<file path="config.mk">
export PLATFORM = sky130hd
export DESIGN_NAME = cplx_polar_to_rect
export DESIGN_NICKNAME = d
export VERILOG_FILES = /design/src/rtl/cplx_pkg.sv /design/src/rtl/cordic_rot_step.sv /design/src/rtl/cplx_polar_to_rect.sv
export SDC_FILE = /design/constraint.sdc
export NUM_CORES = 2
export LEC_CHECK = 0
export CORE_MARGIN = 5
export CORE_UTILIZATION = 50
export CTS_BUF_LIST = sky130_fd_sc_hd__clkbuf_16
export DETAILED_ROUTE_END_ITERATION = 8
export HOLD_SLACK_MARGIN = 0.08
export MAX_ROUTING_LAYER = met4
export PLACE_DENSITY = 0.67
export SYNTH_ARGS = -nofsm -noshare
export SYNTH_HDL_FRONTEND = slang
export SYNTH_SLANG_ARGS = --single-unit
</file>
<file path="constraint.sdc">
create_clock -name clk -period 24.8 [get_ports clk]
set_clock_uncertainty 0.1 [all_clocks]
set_input_delay 2.48 -clock clk [delete_from_list [all_inputs] [get_ports clk]]
set_output_delay 2.48 -clock clk [all_outputs]
set_load 0.02 [all_outputs]
</file>
<file path="src/rtl/cplx_pkg.sv">
// cplx_pkg: shared FSM state type and Q-format constants for the
// polar-to-rectangular CORDIC unit (angles in Q3.28, 1/K in Q1.31).
package cplx_pkg;

  typedef enum logic [2:0] {
    IDLE,
    PRESCALE,
    ITERATE,
    ROUND,
    DONE
  } state_t;

  localparam logic [31:0] INV_K_Q31 = 32'h4DBA76D4;

  localparam logic signed [31:0] PI_Q      = 32'sh3243F6A9;
  localparam logic signed [31:0] HALF_PI_Q = 32'sh1921FB54;

  // atan(2^-i) in Q3.28, rounded to nearest
  localparam logic signed [31:0] ATAN_TAB [0:27] = '{
    32'sh0C90FDAA, 32'sh076B19C1, 32'sh03EB6EBF, 32'sh01FD5BAA,
    32'sh00FFAADE, 32'sh007FF557, 32'sh003FFEAB, 32'sh001FFFD5,
    32'sh000FFFFB, 32'sh0007FFFF, 32'sh00040000, 32'sh00020000,
    32'sh00010000, 32'sh00008000, 32'sh00004000, 32'sh00002000,
    32'sh00001000, 32'sh00000800, 32'sh00000400, 32'sh00000200,
    32'sh00000100, 32'sh00000080, 32'sh00000040, 32'sh00000020,
    32'sh00000010, 32'sh00000008, 32'sh00000004, 32'sh00000002
  };

endpackage

</file>
<file path="src/rtl/cordic_rot_step.sv">
// cordic_rot_step: one combinational CORDIC rotation-mode micro-step.
// In: x, y (W-bit signed), z (Q3.28), i. Out: rotated x_rot, y_rot, z_rot.
module cordic_rot_step
  import cplx_pkg::*;
#(
  parameter int W = 42
) (
  input  logic signed [W-1:0] x,
  input  logic signed [W-1:0] y,
  input  logic signed [31:0]  z,
  input  logic        [4:0]   i,
  output logic signed [W-1:0] x_rot,
  output logic signed [W-1:0] y_rot,
  output logic signed [31:0]  z_rot
);

  logic signed [W-1:0] x_sh;
  logic signed [W-1:0] y_sh;

  always_comb begin
    x_sh = x >>> i;
    y_sh = y >>> i;
    if (!z[31]) begin
      x_rot = x - y_sh;
      y_rot = y + x_sh;
      z_rot = z - ATAN_TAB[i];
    end else begin
      x_rot = x + y_sh;
      y_rot = y - x_sh;
      z_rot = z + ATAN_TAB[i];
    end
  end

endmodule

</file>
<file path="src/rtl/cplx_polar_to_rect.sv">
// cplx_polar_to_rect: iterative CORDIC polar (mag, angle Q3.28) to rect
// (re_out, im_out) converter; start/flush in, busy/done/range_err out.
module cplx_polar_to_rect
  import cplx_pkg::*;
#(
  parameter int ITER  = 24,
  parameter int GUARD = 8
) (
  input  logic        clk,
  input  logic        rst_n,
  input  logic        start,
  input  logic        flush,
  input  logic        in_format,
  input  logic [31:0] mag,
  input  logic [31:0] angle,
  output logic [31:0] re_out,
  output logic [31:0] im_out,
  output logic        busy,
  output logic        done,
  output logic        range_err
);

  localparam int W = 34 + GUARD;
  localparam logic [4:0] LAST = 5'(ITER - 1);
  localparam logic signed [W-1:0] RND  = W'(1) <<< (GUARD - 1);
  localparam logic signed [W-1:0] MAXV = W'(64'sh7FFFFFFF);
  localparam logic signed [W-1:0] MINV = -MAXV - W'(1);

  state_t state;
  state_t state_nx;

  logic signed [W-1:0] x_q;
  logic signed [W-1:0] y_q;
  logic signed [31:0]  z_q;
  logic        [4:0]   i_q;
  logic        [31:0]  mag_q;
  logic signed [31:0]  ang_q;

  logic signed [W-1:0] x_rot;
  logic signed [W-1:0] y_rot;
  logic signed [31:0]  z_rot;

  logic signed [W-1:0] x_mag;
  logic signed [W-1:0] x0;
  logic signed [31:0]  z0;
  logic signed [31:0]  ang_in;
  logic                oor;

  function automatic logic [31:0] round_sat(input logic signed [W-1:0] v);
    logic signed [W-1:0] t;
    t = (v + RND) >>> GUARD;
    if (t > MAXV) return 32'h7FFFFFFF;
    if (t < MINV) return 32'h80000000;
    return t[31:0];
  endfunction

  assign ang_in = $signed(angle);
  assign oor    = (ang_in > PI_Q) || (ang_in < -PI_Q);

  // Fold angles beyond +/-pi/2 by a half turn so the micro-rotations
  // only have to cover +/-pi/2; negating x0 supplies the half turn.
  always_comb begin
    x_mag = $signed(W'((64'(mag_q) * 64'(INV_K_Q31)) >> (31 - GUARD)));
    x0 = x_mag;
    z0 = ang_q;
    if (ang_q > HALF_PI_Q) begin
      z0 = ang_q - PI_Q;
      x0 = -x_mag;
    end else if (ang_q < -HALF_PI_Q) begin
      z0 = ang_q + PI_Q;
      x0 = -x_mag;
    end
  end

  cordic_rot_step #(
    .W(W)
  ) u_step (
    .x     (x_q),
    .y     (y_q),
    .z     (z_q),
    .i     (i_q),
    .x_rot (x_rot),
    .y_rot (y_rot),
    .z_rot (z_rot)
  );

  always_ff @(posedge clk or negedge rst_n) begin
    if (!rst_n) state <= IDLE;
    else        state <= state_nx;
  end

  always_comb begin
    state_nx = state;
    busy     = 1'b0;
    done     = 1'b0;
    unique case (state)
      IDLE: begin
        if (start) begin
          if (!in_format || oor) state_nx = DONE;
          else                   state_nx = PRESCALE;
        end
      end
      PRESCALE: begin
        busy     = 1'b1;
        state_nx = ITERATE;
      end
      ITERATE: begin
        busy = 1'b1;
        if (i_q == LAST) state_nx = ROUND;
      end
      ROUND: begin
        busy     = 1'b1;
        state_nx = DONE;
      end
      DONE: begin
        done     = 1'b1;
        state_nx = IDLE;
      end
      default: state_nx = IDLE;
    endcase
    if (flush) state_nx = IDLE;
  end

  always_ff @(posedge clk or negedge rst_n) begin
    if (!rst_n) begin
      re_out    <= '0;
      im_out    <= '0;
      range_err <= 1'b0;
      x_q       <= '0;
      y_q       <= '0;
      z_q       <= '0;
      i_q       <= '0;
      mag_q     <= '0;
      ang_q     <= '0;
    end else if (!flush) begin
      unique case (state)
        IDLE: begin
          if (start) begin
            range_err <= 1'b0;
            if (!in_format) begin
              re_out <= mag;
              im_out <= angle;
            end else if (oor) begin
              re_out    <= '0;
              im_out    <= '0;
              range_err <= 1'b1;
            end else begin
              mag_q <= mag;
              ang_q <= ang_in;
            end
          end
        end
        PRESCALE: begin
          x_q <= x0;
          y_q <= '0;
          z_q <= z0;
          i_q <= '0;
        end
        ITERATE: begin
          x_q <= x_rot;
          y_q <= y_rot;
          z_q <= z_rot;
          i_q <= i_q + 5'd1;
        end
        ROUND: begin
          re_out <= round_sat(x_q);
          im_out <= round_sat(y_q);
        end
        default: ;
      endcase
    end
  end

endmodule
</file>
==> results <==
- For flop-to-flop paths, the worst setup slack is 15.06 ns.
- For this run, design rule violations remaining after detail routing come to 0.
- The number of buffers created by CTS is 36.
- TritonCTS built the clock tree.
- The number of different library cells in the post-synthesis netlist is 99.
- The wire length reported by the detailed router is 158.3 mm.
- The warning count from the yosys run is 0.
- The number of buffers added for setup after CTS is 0.
- The number of gates resized after cts is 0.
- Based on the critical path, the design can be clocked at up to 102.7 MHz.
- In this run the remaining antenna-violating nets after routing total 0.
- The starting utilization of the core area is 50.12%.
- The register clock-pin slew on the reported worst setup and hold paths is 0.06 ns.
- At the worst endpoint, the arrival time is 10.07 ns.
- The via count of the first global-routing pass is 39,440.
- The placed wire-length estimate after detailed placement is 130.7 mm.
- The slew of the pin with the lowest slew margin is 1.154 ns.
- After global routing the overflow that remains totals 0.
- The run finished with clean final reports.
- In this design, the stage delay of the slowest critical-path cell is 0.76 ns.
- The floorplan step defined a die boundary enclosing 0.09934 sq mm.
- The initial antenna violation count came to 9.
- Of the cells placed in the final design, the portion with a size suffix greater than 1 is 7.544%.
- The layout overhead on the synthesized area is 7.235%.
- The worst-path maximum fanout is 10.
- In this run the standard cell core region covers 0.09291 sq mm.
- Measured along the y axis, the die boundary spans 315.2 um.
- The placed instance area is 0.04876 sq mm.
- The first TritonRoute pass finished after 6 iterations.
- The root buffer cell chosen for the clock tree is sky130_fd_sc_hd__clkbuf_16.
- The library cell with the largest summed area after synthesis is sky130_fd_sc_hd__fa_1.
- The final count of hold timing violations is 0.
- The synthesized design devotes to its leading area cell type 19.69% of total area.
- Entering global routing, the biggest net connects 101 pins.
- The clock latency on the worst-skew pair is 0.60 ns.
- Summing the sequential cell areas from Yosys gives 13.59% of the chip area.
- Synthesis inferred 253 register bits.
- The aggregate global-route resource usage is 32.80%.
- The floorplan step set the die width to 315.2 um.
- The synthesized instance count is 5,292.
- The synthesized netlist net count is 6,304.
- Setup repair after global routing left no endpoint under its margin.
- The max-slew violation count is 0.
- In this run, the number of DRC markers left after iteration 0 of detailed routing was 4,100.
- The final clock period utilization by the worst path is 39.26%.
- For this run, the post-layout net count is 6,261.
- The proportion of synthesized flip-flops having asynchronous set or reset is 100.0%.
- After synthesis, the most frequently instantiated cells are 703 x sky130_fd_sc_hd__inv_1, 485 x sky130_fd_sc_hd__ha_1, 458 x sky130_fd_sc_hd__fa_1, 448 x sky130_fd_sc_hd__nand2_1, 376 x sky130_fd_sc_hd__o21ai_0.
- Buffers placed on the I/O ports in this run total 135.
- Adding up every negative setup slack in the final design gives 0 ns.
- The slowest library cell on the worst path is sky130_fd_sc_hd__nor4_1.
- The tool flagged a number of max-cap violations equal to 0.
- The first global-routing pass estimated 243.1 mm of wire.
- Cells fill 53.75% of the core in the end.
- Counting along the longest clock path gives a buffer depth of 3.
- The global placement routability congestion is 1.045.
- The count of boundary I/O pins is 136.
- The number of clock sinks seen by CTS is 253.
- The number of hold buffers added after CTS is 0.
- In the synthesized netlist the dominant register cell turns out to be sky130_fd_sc_hd__dfrtp_1.
- The worst pin sits at a relative slew slack of 22.85%.
- Setup violations remaining at the end of the flow were counted as 0.
- Dividing the detail-routed wire length by the instance count gives 24.23 um.
- The final critical delay including setup and external delays is 9.736 ns.
- Together, buffers and inverters on the worst path number 4.
- The cell repeated most along the worst path is sky130_fd_sc_hd__fa_1.
- The cell family with the largest share of critical-path delay is adder cells.
- The type of origin of the critical path is a register.
- The maximum level of the CTS H-tree is 2.
- The tightest min-delay check is of the register to register type.
- The per-cell via count in the routed design is 6.088.
- The endpoint type of the worst setup path is a register.
- The classification of the worst setup path is register to register.
- By instance count, the leading cell after synthesis is sky130_fd_sc_hd__inv_1.
- Row generation in the floorplan step produced 112 rows.
- Yosys mapped a number of flops with a built-in enable equal to 0.
- The cell area that synthesis handed to floorplanning was 0.04657 sq mm.
- The average footprint of a synthesized cell is 8.800 sq um.
- After synthesis, the cell types taking the most area are sky130_fd_sc_hd__fa_1 20%, sky130_fd_sc_hd__dfrtp_1 14%, sky130_fd_sc_hd__ha_1 13%.
- With fillers left out, the area of the finished cells amounts to 0.04994 sq mm.
- For the worst setup path, the data required time is 25.13 ns.
- The number of vias in the routed layout is 39,780.
==> stage by stage <==
step,hold slack [ns],instances,worst slack (ns)
after global routing,0.4066,6534,14.48
after floorplan,0.3563,5292,16.43
after global placement,0.3630,6465,15.38
final,0.3788,6534,15.06
after CTS,0.3835,6530,15.10
after detailed placement,0.3702,6465,15.15
==> placed cells by master, fill, tap and decap left out, types with 23 or more instances in the layout <==
| cell type | Yosys | final |
|---|---|---|
| sky130_fd_sc_hd__a211oi_1 | 25 | 24 |
| sky130_fd_sc_hd__a21o_1 | 102 | 102 |
| sky130_fd_sc_hd__a21oi_1 | 375 | 375 |
| sky130_fd_sc_hd__a31oi_1 | 64 | 64 |
| sky130_fd_sc_hd__and2_1 | 35 | 35 |
| sky130_fd_sc_hd__and3_1 | 42 | 42 |
| sky130_fd_sc_hd__buf_4 | 11 | 48 |
| sky130_fd_sc_hd__clkbuf_16 | 0 | 37 |
| sky130_fd_sc_hd__clkdlybuf4s50_1 | 0 | 133 |
| sky130_fd_sc_hd__dfrtp_1 | 253 | 247 |
| sky130_fd_sc_hd__fa_1 | 458 | 458 |
| sky130_fd_sc_hd__ha_1 | 485 | 485 |
| sky130_fd_sc_hd__inv_1 | 703 | 708 |
| sky130_fd_sc_hd__mux2_2 | 87 | 87 |
| sky130_fd_sc_hd__mux2i_1 | 47 | 47 |
| sky130_fd_sc_hd__mux4_2 | 126 | 126 |
| sky130_fd_sc_hd__nand2_1 | 448 | 446 |
| sky130_fd_sc_hd__nand2b_1 | 30 | 30 |
| sky130_fd_sc_hd__nand3_1 | 82 | 82 |
| sky130_fd_sc_hd__nand4_1 | 46 | 46 |
| sky130_fd_sc_hd__nor2_1 | 273 | 272 |
| sky130_fd_sc_hd__nor2b_1 | 39 | 39 |
| sky130_fd_sc_hd__nor3_1 | 74 | 74 |
| sky130_fd_sc_hd__nor3b_1 | 48 | 47 |
| sky130_fd_sc_hd__o21a_1 | 35 | 35 |
| sky130_fd_sc_hd__o21ai_0 | 376 | 375 |
| sky130_fd_sc_hd__o21ai_1 | 22 | 23 |
| sky130_fd_sc_hd__o21bai_1 | 35 | 35 |
| sky130_fd_sc_hd__or3_1 | 24 | 24 |
| sky130_fd_sc_hd__xnor2_1 | 200 | 200 |
| sky130_fd_sc_hd__xor2_1 | 166 | 166 |
==> area by class of cell <==
type	count	area, sq um
timing repair buffer	183	1712
tap	1254	1569
multi-input combinational	4068	36480
sequential	253	6346
clock inverter	28	242.7
clock buffer	37	925.9
inverter	707	2655
antenna	4	10.01
fill	8628	42970
==> routing by layer <==
layer | global-route usage [%] | vias to the layer above | wire (um)
met3 | 6.363 | 272 | 14720
met5 | - | - | 0
met2 | 49.46 | 1714 | 70100
met1 | 44.97 | 19630 | 67690
met4 | 10.47 | 0 | 5803
li1 | - | 18170 | -
==> kinds of logic (layout without fill, tap and decap cells) <==
group | after synthesis | after routing | share of synthesized area (%)
adder cells (fa/ha/maj) | 943 | 943 | 32.72
multiplexers | 261 | 261 | 9.237
buffers and inverters | 971 | 955 | 8.143
flip-flops | 253 | 253 | 13.59
AND/OR/NAND/NOR | 1248 | 1248 | 13.03
other | 0 | 4 | 0
XOR/XNOR | 366 | 366 | 6.883
AO/OA/AOI/OAI | 1250 | 1250 | 16.39
==> worst reg2reg max path: stages, from the launching register on <==
cell and delay [ns]:
sky130_fd_sc_hd__dfrtp_1 0.50, sky130_fd_sc_hd__inv_1 0.47, sky130_fd_sc_hd__fa_1 0.53, sky130_fd_sc_hd__fa_1 0.51, sky130_fd_sc_hd__inv_1 0.05, sky130_fd_sc_hd__fa_1 0.52, sky130_fd_sc_hd__fa_1 0.45, sky130_fd_sc_hd__fa_1 0.52
sky130_fd_sc_hd__fa_1 0.53, sky130_fd_sc_hd__fa_1 0.54, sky130_fd_sc_hd__inv_1 0.05, sky130_fd_sc_hd__fa_1 0.50, sky130_fd_sc_hd__inv_1 0.04, sky130_fd_sc_hd__ha_1 0.42, sky130_fd_sc_hd__a21oi_1 0.24, sky130_fd_sc_hd__o21ai_0 0.22
sky130_fd_sc_hd__o31a_1 0.35, sky130_fd_sc_hd__a21oi_1 0.28, sky130_fd_sc_hd__nand2_1 0.19, sky130_fd_sc_hd__xnor2_1 0.33, sky130_fd_sc_hd__o311ai_0 0.26, sky130_fd_sc_hd__or3_1 0.52, sky130_fd_sc_hd__nor4_1 0.76, sky130_fd_sc_hd__a41oi_1 0.26
sky130_fd_sc_hd__xor2_1 0.20, sky130_fd_sc_hd__a21oi_1 0.15, sky130_fd_sc_hd__o21ai_1 0.07
==> path summary, 6_finish.rpt <==
path                                 start         end  depth (start not counted)
min in group asynchronous            rst_n  im_out[13]                          1
worst max-delay path             mag_q[14]     x_q[38]                         26
worst max register to register   mag_q[14]     x_q[38]                         26
max in group asynchronous            rst_n   mag_q[14]                          3
worst min-delay path            re_out[30]  re_out[30]                          2
worst min register to register  re_out[30]  re_out[30]                          2
==> registers in the layout, indices dropped and copies added (netlist names) <==
name / cells
ang_q: 32
i_q: 5
im_out: 32
mag_q: 32
range_err: 1
re_out: 32
state: 3
x_q: 42
y_q: 42
z_q: 32
Power is not shown: default switching activity piles up to over one toggle a cycle in this logic, so the estimate is an artifact.
